**src/rtl/serial_comp_32.sv**
```systemverilog
// -----------------------------------------------------------------------------
// serial_comp_32
//
// Bit-serial magnitude comparator. Two operands are captured on an accepted
// start strobe and scanned MSB-first, one bit per clock. The first differing
// bit decides the unsigned ordering; if that difference sits in the sign bit
// the signed ordering is the opposite of the unsigned one.
//
// Ports:
//   clk    in   1      system clock, rising-edge active
//   rst    in   1      asynchronous, active-high reset
//   start  in   1      request; honoured only in IDLE or DONE
//   a, b   in   WIDTH  operands, captured on the accepted start edge
//   busy   out  1      high while bits are being scanned (RUN)
//   done   out  1      one-cycle pulse when ul/sl/eq become valid
//   ul     out  1      a < b, unsigned
//   sl     out  1      a < b, two's-complement signed
//   eq     out  1      a == b
//
// Timing: accepted start on edge E0, bits processed on E1..E_WIDTH, done high
// in the cycle after E_WIDTH. A start seen during the DONE cycle is accepted
// like one in IDLE, so operations can run back-to-back with no dead cycle.
// Results hold until the next operation completes.
//
// Parameter constraints: WIDTH >= 2 and 2**CNT_W > WIDTH.
// -----------------------------------------------------------------------------
module serial_comp_32 #(
    parameter int WIDTH = 32,
    parameter int CNT_W = 6
) (
    input  logic             clk,
    input  logic             rst,
    input  logic             start,
    input  logic [WIDTH-1:0] a,
    input  logic [WIDTH-1:0] b,
    output logic             busy,
    output logic             done,
    output logic             ul,
    output logic             sl,
    output logic             eq
);

    typedef enum logic [1:0] {
        S_IDLE = 2'd0,
        S_RUN  = 2'd1,
        S_DONE = 2'd2
    } state_t;

    localparam logic [CNT_W-1:0] CNT_MAX = CNT_W'(WIDTH - 1);
    localparam logic [CNT_W-1:0] CNT_ONE = CNT_W'(1);

    state_t           state_q,    state_d;
    logic [WIDTH-1:0] a_sr_q,     a_sr_d;
    logic [WIDTH-1:0] b_sr_q,     b_sr_d;
    logic [CNT_W-1:0] cnt_q,      cnt_d;
    logic             decided_q,  decided_d;
    logic             lt_q,       lt_d;
    logic             msb_diff_q, msb_diff_d;
    logic             ul_q,       ul_d;
    logic             sl_q,       sl_d;
    logic             eq_q,       eq_d;

    logic abit;
    logic bbit;

    assign abit = a_sr_q[WIDTH-1];
    assign bbit = b_sr_q[WIDTH-1];

    // -------------------------------------------------------------------------
    // Next-state and datapath logic
    // -------------------------------------------------------------------------
    always_comb begin
        // NOTE: every variable gets its hold value first, so no path through
        // the case below can leave one unassigned and infer a latch.
        state_d    = state_q;
        a_sr_d     = a_sr_q;
        b_sr_d     = b_sr_q;
        cnt_d      = cnt_q;
        decided_d  = decided_q;
        lt_d       = lt_q;
        msb_diff_d = msb_diff_q;
        ul_d       = ul_q;
        sl_d       = sl_q;
        eq_d       = eq_q;

        case (state_q)
            S_IDLE, S_DONE: begin
                if (start) begin
                    a_sr_d     = a;
                    b_sr_d     = b;
                    cnt_d      = CNT_MAX;
                    decided_d  = 1'b0;
                    lt_d       = 1'b0;
                    msb_diff_d = 1'b0;
                    state_d    = S_RUN;
                end else begin
                    state_d = S_IDLE;
                end
            end

            S_RUN: begin
                // Only the first differing bit matters; later bits are ignored.
                if (!decided_q && (abit != bbit)) begin
                    decided_d  = 1'b1;
                    lt_d       = bbit;
                    msb_diff_d = (cnt_q == CNT_MAX);
                end
                a_sr_d = {a_sr_q[WIDTH-2:0], 1'b0};
                b_sr_d = {b_sr_q[WIDTH-2:0], 1'b0};
                cnt_d  = cnt_q - CNT_ONE;

                // Last bit: results use the flags as updated by this very bit.
                if (cnt_q == '0) begin
                    ul_d    = lt_d;
                    // A sign-bit difference flips the signed ordering.
                    sl_d    = lt_d ^ msb_diff_d;
                    eq_d    = ~decided_d;
                    state_d = S_DONE;
                end
            end

            default: state_d = S_IDLE;
        endcase
    end

    // -------------------------------------------------------------------------
    // State registers
    // -------------------------------------------------------------------------
    // NOTE: the operand shift registers are reset along with the control
    // state so an abandoned operation leaves no stale data behind.
    always_ff @(posedge clk or posedge rst) begin
        if (rst) begin
            state_q    <= S_IDLE;
            a_sr_q     <= '0;
            b_sr_q     <= '0;
            cnt_q      <= '0;
            decided_q  <= 1'b0;
            lt_q       <= 1'b0;
            msb_diff_q <= 1'b0;
            ul_q       <= 1'b0;
            sl_q       <= 1'b0;
            eq_q       <= 1'b0;
        end else begin
            // NOTE: non-blocking assignments so every flop samples the values
            // from before this edge, independent of statement order.
            state_q    <= state_d;
            a_sr_q     <= a_sr_d;
            b_sr_q     <= b_sr_d;
            cnt_q      <= cnt_d;
            decided_q  <= decided_d;
            lt_q       <= lt_d;
            msb_diff_q <= msb_diff_d;
            ul_q       <= ul_d;
            sl_q       <= sl_d;
            eq_q       <= eq_d;
        end
    end

    // Status outputs are plain decodes of the state register.
    assign busy = (state_q == S_RUN);
    assign done = (state_q == S_DONE);
    assign ul   = ul_q;
    assign sl   = sl_q;
    assign eq   = eq_q;

    // -------------------------------------------------------------------------
    // Invariants
    // -------------------------------------------------------------------------
    a_busy_done_excl: assert property (@(posedge clk) disable iff (rst)
        !(busy && done));

    a_eq_not_less: assert property (@(posedge clk) disable iff (rst)
        eq |-> (!ul && !sl));

    a_done_pulse: assert property (@(posedge clk) disable iff (rst)
        done |=> !done);

endmodule

```
**config.mk**
```make
export PLATFORM = sky130hd
export DESIGN_NAME = serial_comp_32
export DESIGN_NICKNAME = d
export VERILOG_FILES = /design/src/rtl/serial_comp_32.sv
export SDC_FILE = /design/constraint.sdc
export NUM_CORES = 1
export LEC_CHECK = 0
export CORE_MARGIN = 2
export CORE_UTILIZATION = 45
export DETAILED_ROUTE_END_ITERATION = 10
export MAX_ROUTING_LAYER = met4
export PLACE_DENSITY_LB_ADDON = 0.25
export SYNTH_ARGS = -nofsm -noshare
export SYNTH_HDL_FRONTEND = slang
export SYNTH_SLANG_ARGS = --single-unit
```
**constraint.sdc**
```tcl
create_clock -name clk -period 2.5 [get_ports clk]
set_clock_uncertainty 0.15 [all_clocks]
set_input_delay 0.375 -clock clk [delete_from_list [all_inputs] [get_ports clk]]
set_output_delay 0.375 -clock clk [all_outputs]
set_load 0.1 [all_outputs]
```
### After elaboration in Yosys (flattened, before gate mapping)

Index checks and enable logic that the tools add are counted.
W data, S select, Z words.

* bits in registers: 78
* bits of input ports: 67
* output and inout port bits: 5
* word-level logic and storage cells: 46

* add/sub/neg operators: 1
* equal/unequal tests: 6
* multiplexer cells: 19
* bitwise logic cells: 2
* reductions and logical operators: 8

Operator list (count)
* $pmux W32 S2: 2
* $mux W32: 2
* $pmux W6 S2: 1
* $mux W1: 8
* $eq A6 B5 Y1 const B: 1
* $logic_not A6 Y1: 1
* $mux W6: 1
* $pmux W1 S2: 3
* $sub A6 B1 Y6 const B: 1
* $pmux W2 S2: 1
* $reduce_and A2 Y1: 2
* $eq A2 B1 Y1 const B: 1
* $eq A2 B2 Y1 const B: 1
* $logic_not A2 Y1: 1
* $mux W2: 1
* $ne A2 B1 Y1 const B: 1
* $ne A2 B2 Y1 const B: 1
* $reduce_bool A2 Y1: 1
* $reduce_or A2 Y1: 1
* $logic_and A1 B1 Y1: 1
* $logic_not A1 Y1: 1
* $ne A1 B1 Y1: 1
* $not A1 Y1: 1
* $xor A1 B1 Y1: 1

### Longest topological paths before layout

* word-level depth: 5
* mapped depth: 8
* depth with buffers taken out: 5

### Least setup slack after synthesis

No wires, ideal clock.

* path type: flip-flop to output port
* start: register state_q[0]
* end: output port done
* arrival time: 1.748 ns
* data required time: 1.975 ns
* slack: 0.227 ns
* stages on the path, launching flop included: 2
* path buffers: 0
* cells stage by stage: dfrtp_1 > nor2b_1

* longest elaborated chain between the ends: 1

RTL lines
* start, declared: line 52 `state_t state_q, state_d;`
* start signal, assigned: line 146 `state_q <= state_d;`
* $eq A2 B2 Y1: line 161 `assign done = (state_q == S_DONE);`
* end, declared: line 37 `output logic done,`

Every way passes these cells.

### Worst setup path after layout

* start: register state_q[1]
* end: output port busy

* longest elaborated chain between the ends: 1

RTL lines
* $eq A2 B1 Y1: line 160 `assign busy = (state_q == S_RUN);`
* end, declared: line 36 `output logic busy,`

Every way passes these cells.

==> impl_metrics.ini <==
[synthesis]
post_synth.cell_area_avg_sq_um = 9.93
post_synth_xor_area_fraction_pct = 0.770
synth-compound-area-share_pct = 16.8
synthDominantCellAreaShare_pct = 57.2
number_of_flops_mapped_to_enable_cells_by_yosys = 0
biggest_area_contributors_in_the_synthesized_netlist = dfrtp_1 57%, nand2_1 14%, a22oi_1 14%
ys_ff_latch = 78
synth_sequential_area_ratio_pct = 57.2
async_flop_share_pct = 100
yosysTopAreaCell = dfrtp_1
synth_top_family_by_area = simple AND/OR/NAND/NOR gates
syn-instance-count = 344
yosys_warnings = 0
synthTopCellsByCount = 130 x nand2_1, 78 x dfrtp_1, 63 x a22oi_1, 10 x buf_2, 7 x clkbuf_1
mux_share_of_post_synthesis_cell_area_pct = 0.623
synth.most_common_cell = nand2_1
synth.cell_area_sq_um = 3410
ys_dominant_reg_cell = dfrtp_1
post_synth_simple_gate_area_pct = 19.2
yosysUniqueCellTypes = 40
postSynthNetCount = 414
synth_adder_area_share_pct = 1.10

[clock_tree]
cts_root_buf = clkbuf_8
ctsHtreeMaxLevel = 3
clk_path_buf_depth = 2
path_clk_slew_ns = 0.07
cts_buffers = 9
tritoncts_num_sinks = 78
clkLatencyLatePin_ns = 0.34
cts_hold_buffers = 0
cts_tree = yes

[sta]
slew_violations = 0
slew_at_the_pin_with_the_worst_max_slew_slack_ns = 0.816
report.final.hold_viol_count = 0
timing.final.setup_violations = 0
maxSlewHeadroom_pct = 45.4
final_period_minus_worst_setup_slack_ns = 2.32
final.setup.worst_slack_ns = 0.185
min_period_over_period_pct = 92.6
totalNegativeSetupSlack_ns = 0
highest_clock_frequency_the_design_can_meet_mhz = 432
rsz_0062_raised_after_global_routing = no

[floorplanning]
fp.dieH_um = 91.1
die_area_sq_um = 8300
placementRows = 31
ioPinCount = 72
core_sq_um = 7290
die_w_um = 91.1
starting_density_of_the_core_pct = 46.8

[worst_hold_path]
class_of_the_tightest_hold_or_removal_check = input port to asynchronous set/reset pin

[global_route]
grt.overflow.total = 0
vias_in_the_first_global_route = 2503
number_of_antenna_violations_at_the_first_check_in_global_routing = 0
global_route_wire_length_before_repair_um = 11700
grtUsageTotal_pct = 18.2
grt_start_max_net_pins = 79

[worst_setup_path]
worstRegToRegCells = 6
setup.worst_path.class = register to output pin
crit_path_max_fanout = 72
cp_data_arrival_time_ns = 1.79
slowest_stage_delay_cp_ns = 0.44
worst_ep_required_time_ns = 1.98
critPathLaunchType = register
cp-end-kind = output pin
series_of_cell_instances_along_the_critical_path = nand2b_2, inv_2, buf_6, buf_12
slowest_stage = buf_6

[cells_and_area]
finalNetCount = 477
syn_to_final_growth_pct = 28.2
antennaDiodeCount = 0
post-route-util_pct = 60.0
layout-drive-gt1-share_pct = 9.05

[power_and_ir_drop]
power-per-cell-area_nw_per_um2 = 1070
vdd_drop_max_uv = 418
total_leakage_power_uw = 0.00202

[detailed_routing]
drt-wirelength-per-cell_um = 13.7
routed_via_density = 5.18
drt_pre_antenna_iters = 5
routed-via-count = 2629
wl_um = 6980
detail_route.iter0.violations = 209
drt.antenna.violating_nets = 0
detail_route.drc_violations = 0

[placed_design]
gp_weighted_congestion = 0.783
placement.setup.worst_slack_ns = 0.0708
detailed_place_hpwl_um = 4490
place.port_buffers = 71

[status]
outcome = complete, no violations

[flow_run]
max_cap_viol_count = 0
final timing paths:
kind | endpoint | start | slack [ns]
setup / recovery | busy | state_q[1]$_DFFE_PP0P_ | 0.18
hold / removal | b_sr_q[8]$_DFFE_PP0P_ | rst | 0.33
setup reg to reg | a_sr_q[10]$_DFFE_PP0P_ | state_q[0]$_DFFE_PP0P_ | 0.31
hold reg to reg | b_sr_q[27]$_DFFE_PP0P_ | b_sr_q[27]$_DFFE_PP0P_ | 0.33
max in group asynchronous | cnt_q[3]$_DFFE_PP0P_ | rst | 1.53
min in group clk | b_sr_q[27]$_DFFE_PP0P_ | b_sr_q[27]$_DFFE_PP0P_ | 0.33
repair_timing:
item	CTS	global route
endpoints found under the hold margin	0	0
buffers inserted	0	0
setup endpoints to repair	0	1
resized for setup	0	1
cell usage in the layout, fill, tap and decap left out, types with 3 or more instances in the layout:
| cell | count |
|---|---|
| inv_1 | 5 |
| buf_4 | 6 |
| a21oi_1 | 4 |
| clkdlybuf4s50_1 | 66 |
| a22o_1 | 3 |
| clkbuf_8 | 12 |
| ha_1 | 3 |
| nand2_1 | 130 |
| a22oi_1 | 63 |
| dfrtp_1 | 78 |
report_power, final:
| part | internal (uW) | total (uW) | switching, uW |
|---|---|---|---|
| logic | 676 | 1600 | 920 |
| registers | 1800 | 2140 | 339 |
| clock network | 527 | 936 | 409 |
worst max-delay path: cells and delay by family, from the launching register on:
kind	cells	cell delay, ns
buffers and inverters	3	0.81
DFF	1	0.38
and+or+nand+nor	1	0.24
area by class of cell:
type	count	area [sq um]
fillers	645	2910
repair buffers	75	757
inverters	7	30.0
flip-flops and latches	78	1950
clock buffers	12	165
multi-input cells	236	1320
clock inverters	1	30.0
well taps	99	124
sequential cells by signal, summed over array words and instances (netlist names):
register / cells
a_sr_q: 32
b_sr_q: 32
cnt_q: 6
decided_q: 1
eq: 1
lt_q: 1
msb_diff_q: 1
sl: 1
state_q: 2
ul: 1
through the flow:
| stage | area, sq um | hold slack [ns] | cells | total power, uW |
|---|---|---|---|---|
| 6_report | 4380 | 0.327 | 508 | 4680 |
| 5_1_grt | 4380 | 0.344 | 508 | 5050 |
| 3_5_place_dp | 4180 | 0.313 | 495 | 3780 |
| 4_1_cts | 4370 | 0.331 | 508 | 4720 |
| 3_3_place_gp | 4180 | 0.310 | 495 | 3710 |
| 2_1_floorplan | 3420 | 0.296 | 344 | 3360 |
metal layers:
metal  vias up  part of all wire (%)  GRT usage, %
li1       1303                     -             -
met5         -                     0             -
met4         0                   1.7          7.20
met1      1253                    47          25.0
met3        10                   4.1          3.07
met2        63                    48          27.1
kinds of logic after synthesis:
kind of cell / after synthesis
compound gates: 77
xor+xnor: 3
fa+ha+maj: 3
buf+inv: 30
flops: 78
mux: 2
simple gates: 151
Power figures use the tool's default switching activity.
